**src/rtl/dmem_pkg.sv**
```systemverilog
// dmem_pkg: shared types and constants for the data-memory responder.
// Provides the word width, the widest possible word index and the write-buffer entry type.
// No ports; imported by dmem_wbuf and dmem_responder.
package dmem_pkg;

  localparam int WORD_W    = 32;
  localparam int ADDR_W    = 32;
  // The widest word index a byte address can carry. Entries keep the index
  // zero-extended to this width so the struct does not depend on RAM size.
  localparam int IDX_MAX_W = ADDR_W - 2;

  localparam int DEF_DEPTH_WORDS = 64;
  localparam int DEF_WBUF_DEPTH  = 4;

  typedef struct packed {
    logic [IDX_MAX_W-1:0] idx;
    logic [WORD_W-1:0]    data;
  } wbuf_entry_t;

  // Mask selecting the low idx_w bits of a word index (address wrap).
  function automatic logic [IDX_MAX_W-1:0] idx_mask(input int idx_w);
    return IDX_MAX_W'((64'd1 << idx_w) - 64'd1);
  endfunction

endpackage

```
**src/rtl/dmem_wbuf.sv**
```systemverilog
// dmem_wbuf: circular posted-write buffer; drains its head every cycle it is non-empty.
// Ports: push/push_entry (tail insert), drain/drain_entry (head leaving this cycle),
//   look_idx -> match_vec (per-slot live match), hit/hit_data (youngest match), full, empty.
module dmem_wbuf
  import dmem_pkg::*;
#(
  parameter int DEPTH = DEF_WBUF_DEPTH
) (
  input  logic                 clk,
  input  logic                 reset,
  input  logic                 push,
  input  wbuf_entry_t          push_entry,
  input  logic [IDX_MAX_W-1:0] look_idx,
  output logic                 full,
  output logic                 empty,
  output logic                 drain,
  output wbuf_entry_t          drain_entry,
  output logic [DEPTH-1:0]     match_vec,
  output logic                 hit,
  output logic [WORD_W-1:0]    hit_data
);

  localparam int PTR_W = $clog2(DEPTH);
  localparam int CNT_W = PTR_W + 1;

  wbuf_entry_t        slots [DEPTH];
  logic [PTR_W-1:0]   head;
  logic [PTR_W-1:0]   tail;
  logic [CNT_W-1:0]   count;
  logic               pop;

  // The head is committed whenever anything is buffered; there is no RAM-side
  // backpressure, so the buffer only fills when stores arrive faster than one per cycle.
  assign pop         = (count != '0);
  assign drain       = pop;
  assign drain_entry = slots[head];
  assign full        = (count == CNT_W'(DEPTH));
  assign empty       = (count == '0);

  always_ff @(posedge clk or negedge reset) begin
    if (!reset) begin
      head  <= '0;
      tail  <= '0;
      count <= '0;
    end else begin
      if (push) tail <= tail + PTR_W'(1);
      if (pop)  head <= head + PTR_W'(1);
      case ({push, pop})
        2'b10:   count <= count + CNT_W'(1);
        2'b01:   count <= count - CNT_W'(1);
        default: count <= count;
      endcase
    end
  end

  // Entry storage carries no reset: validity is defined by head/count alone.
  always_ff @(posedge clk) begin
    if (push) slots[tail] <= push_entry;
  end

  // A slot is live when its distance from the head is below the count.
  // The head itself is still live in the cycle it drains, so a load in that
  // cycle sees it even though the RAM write has not landed yet.
  for (genvar s = 0; s < DEPTH; s++) begin : g_slot
    logic [PTR_W-1:0] age;
    assign age          = PTR_W'(s) - head;
    assign match_vec[s] = ({1'b0, age} < count) && (slots[s].idx == look_idx);
  end

  // Walk from oldest to youngest; the last match seen is the youngest store.
  always_comb begin
    logic [PTR_W-1:0] slot;
    hit      = 1'b0;
    hit_data = '0;
    slot     = head;
    for (int k = 0; k < DEPTH; k++) begin
      slot = head + PTR_W'(k);
      if (match_vec[slot]) begin
        hit      = 1'b1;
        hit_data = slots[slot].data;
      end
    end
  end

endmodule

```
**src/rtl/dmem_responder.sv**
```systemverilog
// dmem_responder: core data port -> posted write buffer -> word RAM, with registered loads.
// Ports: clk, reset (async active-low), memwrite/memread/dataadr/writedata (request),
//   stall (request held), readdata/rvalid (load return one cycle after accept), idle (buffer empty).
// Build option DMEM_FWD_EN: loads forward from buffered stores; otherwise loads to a
//   buffered address stall until that store has reached the RAM.
module dmem_responder
  import dmem_pkg::*;
#(
  parameter int DEPTH_WORDS = DEF_DEPTH_WORDS,
  parameter int WBUF_DEPTH  = DEF_WBUF_DEPTH
) (
  input  logic        clk,
  input  logic        reset,
  input  logic        memwrite,
  input  logic        memread,
  input  logic [31:0] dataadr,
  input  logic [31:0] writedata,
  output logic        stall,
  output logic [31:0] readdata,
  output logic        rvalid,
  output logic        idle
);

  localparam int                   IDX_W    = $clog2(DEPTH_WORDS);
  localparam logic [IDX_MAX_W-1:0] IDX_MASK = idx_mask(IDX_W);

  logic [WORD_W-1:0]    ram [DEPTH_WORDS];

  logic [IDX_MAX_W-1:0] idx;
  logic                 store_acc;
  logic                 load_acc;
  logic [WORD_W-1:0]    load_data;

  logic                 wb_full;
  logic                 wb_empty;
  logic                 wb_drain;
  wbuf_entry_t          wb_drain_entry;
  wbuf_entry_t          wb_push_entry;
  logic [WBUF_DEPTH-1:0] wb_match;
  logic                 wb_hit;
  logic [WORD_W-1:0]    wb_hit_data;

  // Byte offset and bits above the RAM index are dropped, so addresses wrap.
  assign idx = dataadr[ADDR_W-1:2] & IDX_MASK;

  assign wb_push_entry.idx  = idx;
  assign wb_push_entry.data = writedata;

  dmem_wbuf #(
    .DEPTH (WBUF_DEPTH)
  ) u_wbuf (
    .clk         (clk),
    .reset       (reset),
    .push        (store_acc),
    .push_entry  (wb_push_entry),
    .look_idx    (idx),
    .full        (wb_full),
    .empty       (wb_empty),
    .drain       (wb_drain),
    .drain_entry (wb_drain_entry),
    .match_vec   (wb_match),
    .hit         (wb_hit),
    .hit_data    (wb_hit_data)
  );

`ifdef DMEM_FWD_EN
  // Full is judged on the registered count only: a pop in this cycle does not
  // free a slot for a push in the same cycle.
  assign stall     = wb_full;
  assign load_data = wb_hit ? wb_hit_data : ram[idx[IDX_W-1:0]];

  logic unused_cfg;
  assign unused_cfg = ^wb_match;
`else
  // Without forwarding, a load must wait until no buffered store targets its
  // word; the RAM then holds the youngest value. The check applies whenever
  // memread is high, even if a simultaneous store would win.
  assign stall     = wb_full | (memread & (|wb_match));
  assign load_data = ram[idx[IDX_W-1:0]];

  logic unused_cfg;
  assign unused_cfg = ^{wb_hit, wb_hit_data};
`endif

  // A store and load in the same cycle: the store wins and the load is dropped.
  assign store_acc = memwrite & ~stall;
  assign load_acc  = memread & ~memwrite & ~stall;

  assign idle = wb_empty;

  // RAM is not reset; content survives a reset of the buffer and read path.
  // The read below sees the pre-write value because this update is non-blocking.
  always_ff @(posedge clk) begin
    if (wb_drain) ram[wb_drain_entry.idx[IDX_W-1:0]] <= wb_drain_entry.data;
  end

  always_ff @(posedge clk or negedge reset) begin
    if (!reset) begin
      rvalid   <= 1'b0;
      readdata <= '0;
    end else begin
      rvalid <= load_acc;
      if (load_acc) readdata <= load_data;
    end
  end

  // Upper index bits of buffered entries are always zero after masking.
  logic unused_bits;
  assign unused_bits = ^{dataadr[1:0], wb_drain_entry.idx[IDX_MAX_W-1:IDX_W], unused_cfg};

endmodule
```
**config.mk**
```make
export PLATFORM = sky130hd
export DESIGN_NAME = dmem_responder
export DESIGN_NICKNAME = d
export VERILOG_FILES = /design/src/rtl/dmem_pkg.sv /design/src/rtl/dmem_wbuf.sv /design/src/rtl/dmem_responder.sv
export SDC_FILE = /design/constraint.sdc
export NUM_CORES = 2
export LEC_CHECK = 0
export ABC_CLOCK_PERIOD_IN_PS = 10000
export CAP_MARGIN = 0
export CORE_MARGIN = 2
export CORE_UTILIZATION = 60
export DETAILED_ROUTE_END_ITERATION = 10
export GPL_ROUTABILITY_DRIVEN = 1
export PLACE_DENSITY = 0.77
export SLEW_MARGIN = 20
export SYNTH_ARGS = -nofsm -noshare
export SYNTH_HDL_FRONTEND = slang
export SYNTH_SLANG_ARGS = --single-unit
```
**constraint.sdc**
```tcl
create_clock -name clk -period 10 [get_ports clk]
set_input_delay 3 -clock clk [delete_from_list [all_inputs] [get_ports clk]]
set_output_delay 3 -clock clk [all_outputs]
set_load 0.01 [all_outputs]
```
Yosys cells after proc, flatten, opt, wreduce, memory -nomap -nowiden
Memory sizes are Yosys's and may differ from the RTL's. A register that Yosys moved wholly into a read port is not among the register bits. Cells that the tools add are included.

Logic and storage cells: 46. Memories: 2. Register bits after elaboration: 8. RAM bits: 2200. Bits of input ports: 68. Output and inout port bits: 35.

Mux-type cells: 5. Order comparisons: 4. Bitwise operators: 7. Equal/unequal tests: 7. Reductions and logical operators: 9. Add/subtract/negate cells: 8.

Memory list: ram (words 64, width 32, rd ports 1, clocked after Yosys merged registers in 1, wr ports 1, RTL line dmem_responder.sv:27) `logic [WORD_W-1:0] ram [DEPTH_WORDS];`; u_wbuf.slots (words 4, width 38, rd ports 5, clocked after Yosys merged registers in 0, wr ports 1, RTL line dmem_wbuf.sv:26) `wbuf_entry_t slots [DEPTH];`.

Operators with widths (count): 30-bit by 6-bit == test with 1-bit output (4); 2-bit by 3-bit < comparator with 1-bit output (4); 3-bit case mux with 2 select lines (1); 2-bit by 1-bit adder with 2-bit output, second input constant (2); 1-bit AND (4); 1-bit logical AND (4); 1-bit 2-to-1 mux (4); 4-bit OR reduction (1); 1-bit by 2-bit subtractor with 2-bit output, first input constant (2); 2-bit subtractor, first input constant (2); 3-bit by 1-bit adder with 3-bit output, second input constant (1); 3-bit == test, second input constant (1); 3-bit zero test (1); 3-bit nonzero test (1); 3-bit by 1-bit subtractor with 3-bit output, second input constant (1); 2-bit by 1-bit == test with 1-bit output, second input constant (1); 2-bit == test, second input constant (1); 1-bit inverter (2); 2-bit nonzero test (1); 1-bit zero test (1); 1-bit OR (1).

Logic depth before layout (Yosys ltp)
Word-level depth: 10. Mapped depth: 17. Depth with buffers taken out: 14.

Hierarchy
A second synthesis with hierarchy kept.

Cells, all modules: 5287. Area total of the unflattened synthesis: 94509.4 um^2.

By module, submodules not included: dmem_responder (instances 1, cells an instance 4159, seq. area each 62324.8 um^2, area an instance 80150.6 um^2); dmem_wbuf (instances 1, cells an instance 1128, seq. area each 7622.3 um^2, area an instance 14358.8 um^2).

Worst setup path after synthesis
Ideal clock, no wire load.

Kind: input-to-output. Start point: input dataadr[6]. End point: output stall. Data required time: 7.000 ns. Buffers on the path: 1. Arrival time: 4.160 ns. Cell stages on the path: 7. Setup slack: 2.840 ns. Path through: buf_2 -> xor2_1 -> a2111o_1 -> a211o_1 -> nand4_2 -> a21oi_1 -> inv_1.

Cells in the longest elaborated chain, start to end: 5. Elaborated cells on any way between the ends: 11. Classes of those cells: eq/ne (4); bitwise (2); reduce/logical (5).

Ends and longest elaborated chain: from (decl) (RTL line dmem_responder.sv:16) `input logic [31:0] dataadr,`; 30-bit by 6-bit == test with 1-bit output (RTL line dmem_wbuf.sv:67) `assign match_vec[s] = ({1'b0, age} < count) && (slots[s].idx == look_idx);`; 1-bit logical AND (RTL line dmem_wbuf.sv:67); 4-bit OR reduction (*) (RTL line dmem_responder.sv:78) `assign stall = wb_full | (memread & (|wb_match));`; 1-bit AND (*) (RTL line dmem_responder.sv:78); 1-bit OR (*) (RTL line dmem_responder.sv:78); to (decl) (RTL line dmem_responder.sv:18) `output logic stall,`.

Mark *: on every way between the ends. The rest lies on a longest branch, timed or not.

Worst setup path after layout
Start point: input dataadr[2]. End point: output stall.

The elaborated chain is that of the path after synthesis.

==> impl_metrics.env <==
export IMPL_cts_tree="done"
export IMPL_io_pins=103
export IMPL_grt_pass1_vias=44500
export IMPL_grt_overflow=0
export IMPL_cts_root_buf="clkbuf_16"
export IMPL_vias=45400
export IMPL_cts_buffer_depth=3
export IMPL_drc=0
export IMPL_synth_area_leader_cell="edfxtp_1"
export IMPL_slew_headroom_pct=23.3
export IMPL_min_to="readdata[26]$_DFFE_PN0P_"
export IMPL_hold_violations=0
export IMPL_die_area_um2=148000
export IMPL_worst_slew_pin_slew_ns=1.15
export IMPL_grt_first_pass_wirelength_um=299000
export IMPL_ctsResizeCount=0
export IMPL_die_height_um=384
export IMPL_syn2layout_area_growth_pct=11.4
export IMPL_port_buffers=76
export IMPL_synth_main_ff_cell="edfxtp_1"
export IMPL_drt_pass1_iter_count=6
export IMPL_power_frac_seq_pct=53.1
export IMPL_path_class="in2out"
export IMPL_r2r_start="u_wbuf.head[0]$_DFFE_PN0N_"
export IMPL_power_frac_comb_pct=17.7
export IMPL_intPower_mw=18.1
export IMPL_switching_share_pct=28.3
export IMPL_final_nets=4898
export IMPL_setup_violations=0
export IMPL_drive_gt1_share_pct=11.7
export IMPL_async_reset_ff_share_pct=1.79
export IMPL_arrival_ns=5.38
export IMPL_crit_required_ns=7.00
export IMPL_slew_violations=0
export IMPL_cts_setup_buffers=0
export IMPL_hp_class="reg2reg"
export IMPL_clock_latency_ns=0.84
export IMPL_fin_cells=6899
export IMPL_clkTransAtPathRegs_ns=0.06
export IMPL_via_per_inst=6.58
export IMPL_fin_crit_ns=8.38
export IMPL_hold_buffers=0
export IMPL_rsz0062_at_grt="false"
export IMPL_power_density_nw_per_um2=261
export IMPL_min_period_over_period_pct=83.8
export IMPL_final_common_cell="edfxtp_1"
export IMPL_fin_ws_ns=1.62
export IMPL_syn_nets=4733
export IMPL_finClkSkew_ns=0.0362
export IMPL_drt_initial_drc_count=5621
export IMPL_status="complete, no violations"
export IMPL_dieWidth_um=384
export IMPL_final_cell_mix="edfxtp_1, mux2i_1, clkbuf_16"
export IMPL_regToRegSetupSlack_ns=5.82
export IMPL_avgSynthCellArea_um2=18.6
export IMPL_start_kind="primary input"
export IMPL_wl_per_cell_um=30.3
export IMPL_synth_cell_types=54
export IMPL_antenna_found_initial=6
export IMPL_ys_seq_area_share_pct=77.3
export IMPL_synth_seq_cells=2240
export IMPL_grt_total_usage_pct=28.2
export IMPL_fmax_ghz=0.119
export IMPL_wl_um=209000
export IMPL_r2r_end="ram[8][22]$_DFFE_PP_"
export IMPL_place_congestion=0.817
export IMPL_start_util_pct=60.5
export IMPL_max_cap_viol_count=0
export IMPL_cp_max_fo=20
export IMPL_preCtsSetupSlack_ns=1.63
export IMPL_peakVddDrop_uv=317
export IMPL_cts_buffers=205
export IMPL_whs_path_depth=1
export IMPL_static_leakage_power_nw=33.1
export IMPL_num_fill_cells=8914
export IMPL_synth_area_leaders="edfxtp_1, mux2i_1, a22oi_1, dfrtp_1, mux4_2"
export IMPL_p_switching_mw=7.12
export IMPL_netlist_area_um2=86700
export IMPL_dp_cells=6514
export IMPL_antenna_left=0
export IMPL_synth_edf_count=2200
export IMPL_coreArea_um2=143000
export IMPL_worstRegToRegCells=6
export IMPL_min_delay_start="readdata[26]$_DFFE_PN0P_"
export IMPL_yosys_area_top_type_share_pct=76.2
export IMPL_endpoint_kind="primary output"
export IMPL_grt_max_degree=131
export IMPL_cts_num_sinks=2240
export IMPL_netlist_instances=4655
export IMPL_h_tree_depth=4
export IMPL_fin_setup_tns_ns=0
export IMPL_dp_hpwl_um=110000
export IMPL_clockPowerShare_pct=29.2
export IMPL_rows=139
export IMPL_synth_warnings=0
[power by group through the flow]
stage / combinational [mW] / sequential, mW / clock (mW)
3_3_place_gp: 4.22 / 13.5 / 0
6_report: 4.47 / 13.4 / 7.36
2_1_floorplan: 2.25 / 13.5 / 0
4_1_cts: 4.41 / 13.4 / 7.42
5_1_grt: 4.71 / 13.4 / 7.77
3_5_place_dp: 4.39 / 13.5 / 0
[cells by family after synthesis]
group,Yosys count,synth area share (%)
AO/OA/AOI/OAI,588,4.82
XOR/XNOR,31,0.313
buffers and inverters,275,1.70
adder cells (fa/ha/maj),10,0.153
multiplexers,1095,13.3
AND/OR/NAND/NOR,416,2.43
flip-flops,2240,77.3
[final cells by class]
class,instances,area (µm²),share of cell area [%]
multi-input combinational,2140,18800,19.5
tap,1903,2380,2.46
timing repair buffer,222,2010,2.09
sequential,2240,67100,69.4
clock inverter,107,727,0.752
clock buffer,272,5580,5.77
antenna,4,10.0,0.0104
inverter,11,41.3,0.0427
[synth_stat cells, drive strengths merged, types with 2 or more instances]
library cell / instances
or4: 31
dfrtp: 40
inv: 11
o21ai: 34
clkbuf: 86
and3: 32
a2111oi: 2
xor2: 19
a211o: 2
a22oi: 193
o221ai: 32
nand4b: 3
a2111o: 2
nor2: 166
nand4: 2
xnor2: 12
a21oi: 35
nor3: 65
mux4: 38
a22o: 62
and2: 6
mux2i: 1024
nand4bb: 3
buf: 178
edfxtp: 2200
o22ai: 127
mux2: 33
nor2b: 6
ha: 9
nand2b: 7
o22a: 33
nand3: 7
a31oi: 63
nand2: 49
nor4: 33
[layer usage]
metal / track usage [%] / part of all wire (%) / vias up / wire, µm
met2: 44.3 / 48 / 2519 / 99400
met3: 5.32 / 10 / 441 / 20900
met5: 0 / 0.013 / - / 27
met4: 11.6 / 4.0 / 4 / 8340
li1: - / - / 19100 / -
met1: 39.4 / 38 / 23300 / 80500
[worst max path at each step]
stage,slack [ns],to,startpoint,depth (start not counted)
CTS,1.62,stall,dataadr[2],9
floorplan,2.84,stall,dataadr[6],7
global placement,1.61,stall,dataadr[3],9
finish,1.62,stall,dataadr[2],9
detailed placement,1.63,stall,dataadr[2],9
global route,1.52,stall,dataadr[7],9
[metrics by stage]
stage | util [%] | hold slack (ns) | power, mW | area, µm²
4_1_cts | 67.3 | 0.518 | 25.2 | 96600
5_1_grt | 67.3 | 0.537 | 25.9 | 96600
2_1_floorplan | - | 0.472 | 15.7 | 86700
3_5_place_dp | 62.9 | 0.502 | 17.9 | 90300
3_3_place_gp | 62.9 | 0.493 | 17.7 | 90200
6_report | 67.3 | 0.518 | 25.2 | 96600
[registers in the layout (all words and copies together) (netlist names)]
signal	count
ram	2048
u_wbuf.slots	152
readdata	32
u_wbuf.count	3
u_wbuf.head	2
u_wbuf.tail	2
rvalid	1
[worst max-delay path, stage by stage]
cell and delay (ns):
clkdlybuf4s50_1 0.47, buf_4 0.35, xor2_1 0.13, a2111o_1 0.36
a211o_1 0.24, nand4_2 0.14, a21oi_1 0.09, inv_1 0.07
clkdlybuf4s50_1 0.52
Note: power is estimated with default switching activity, not from simulation.
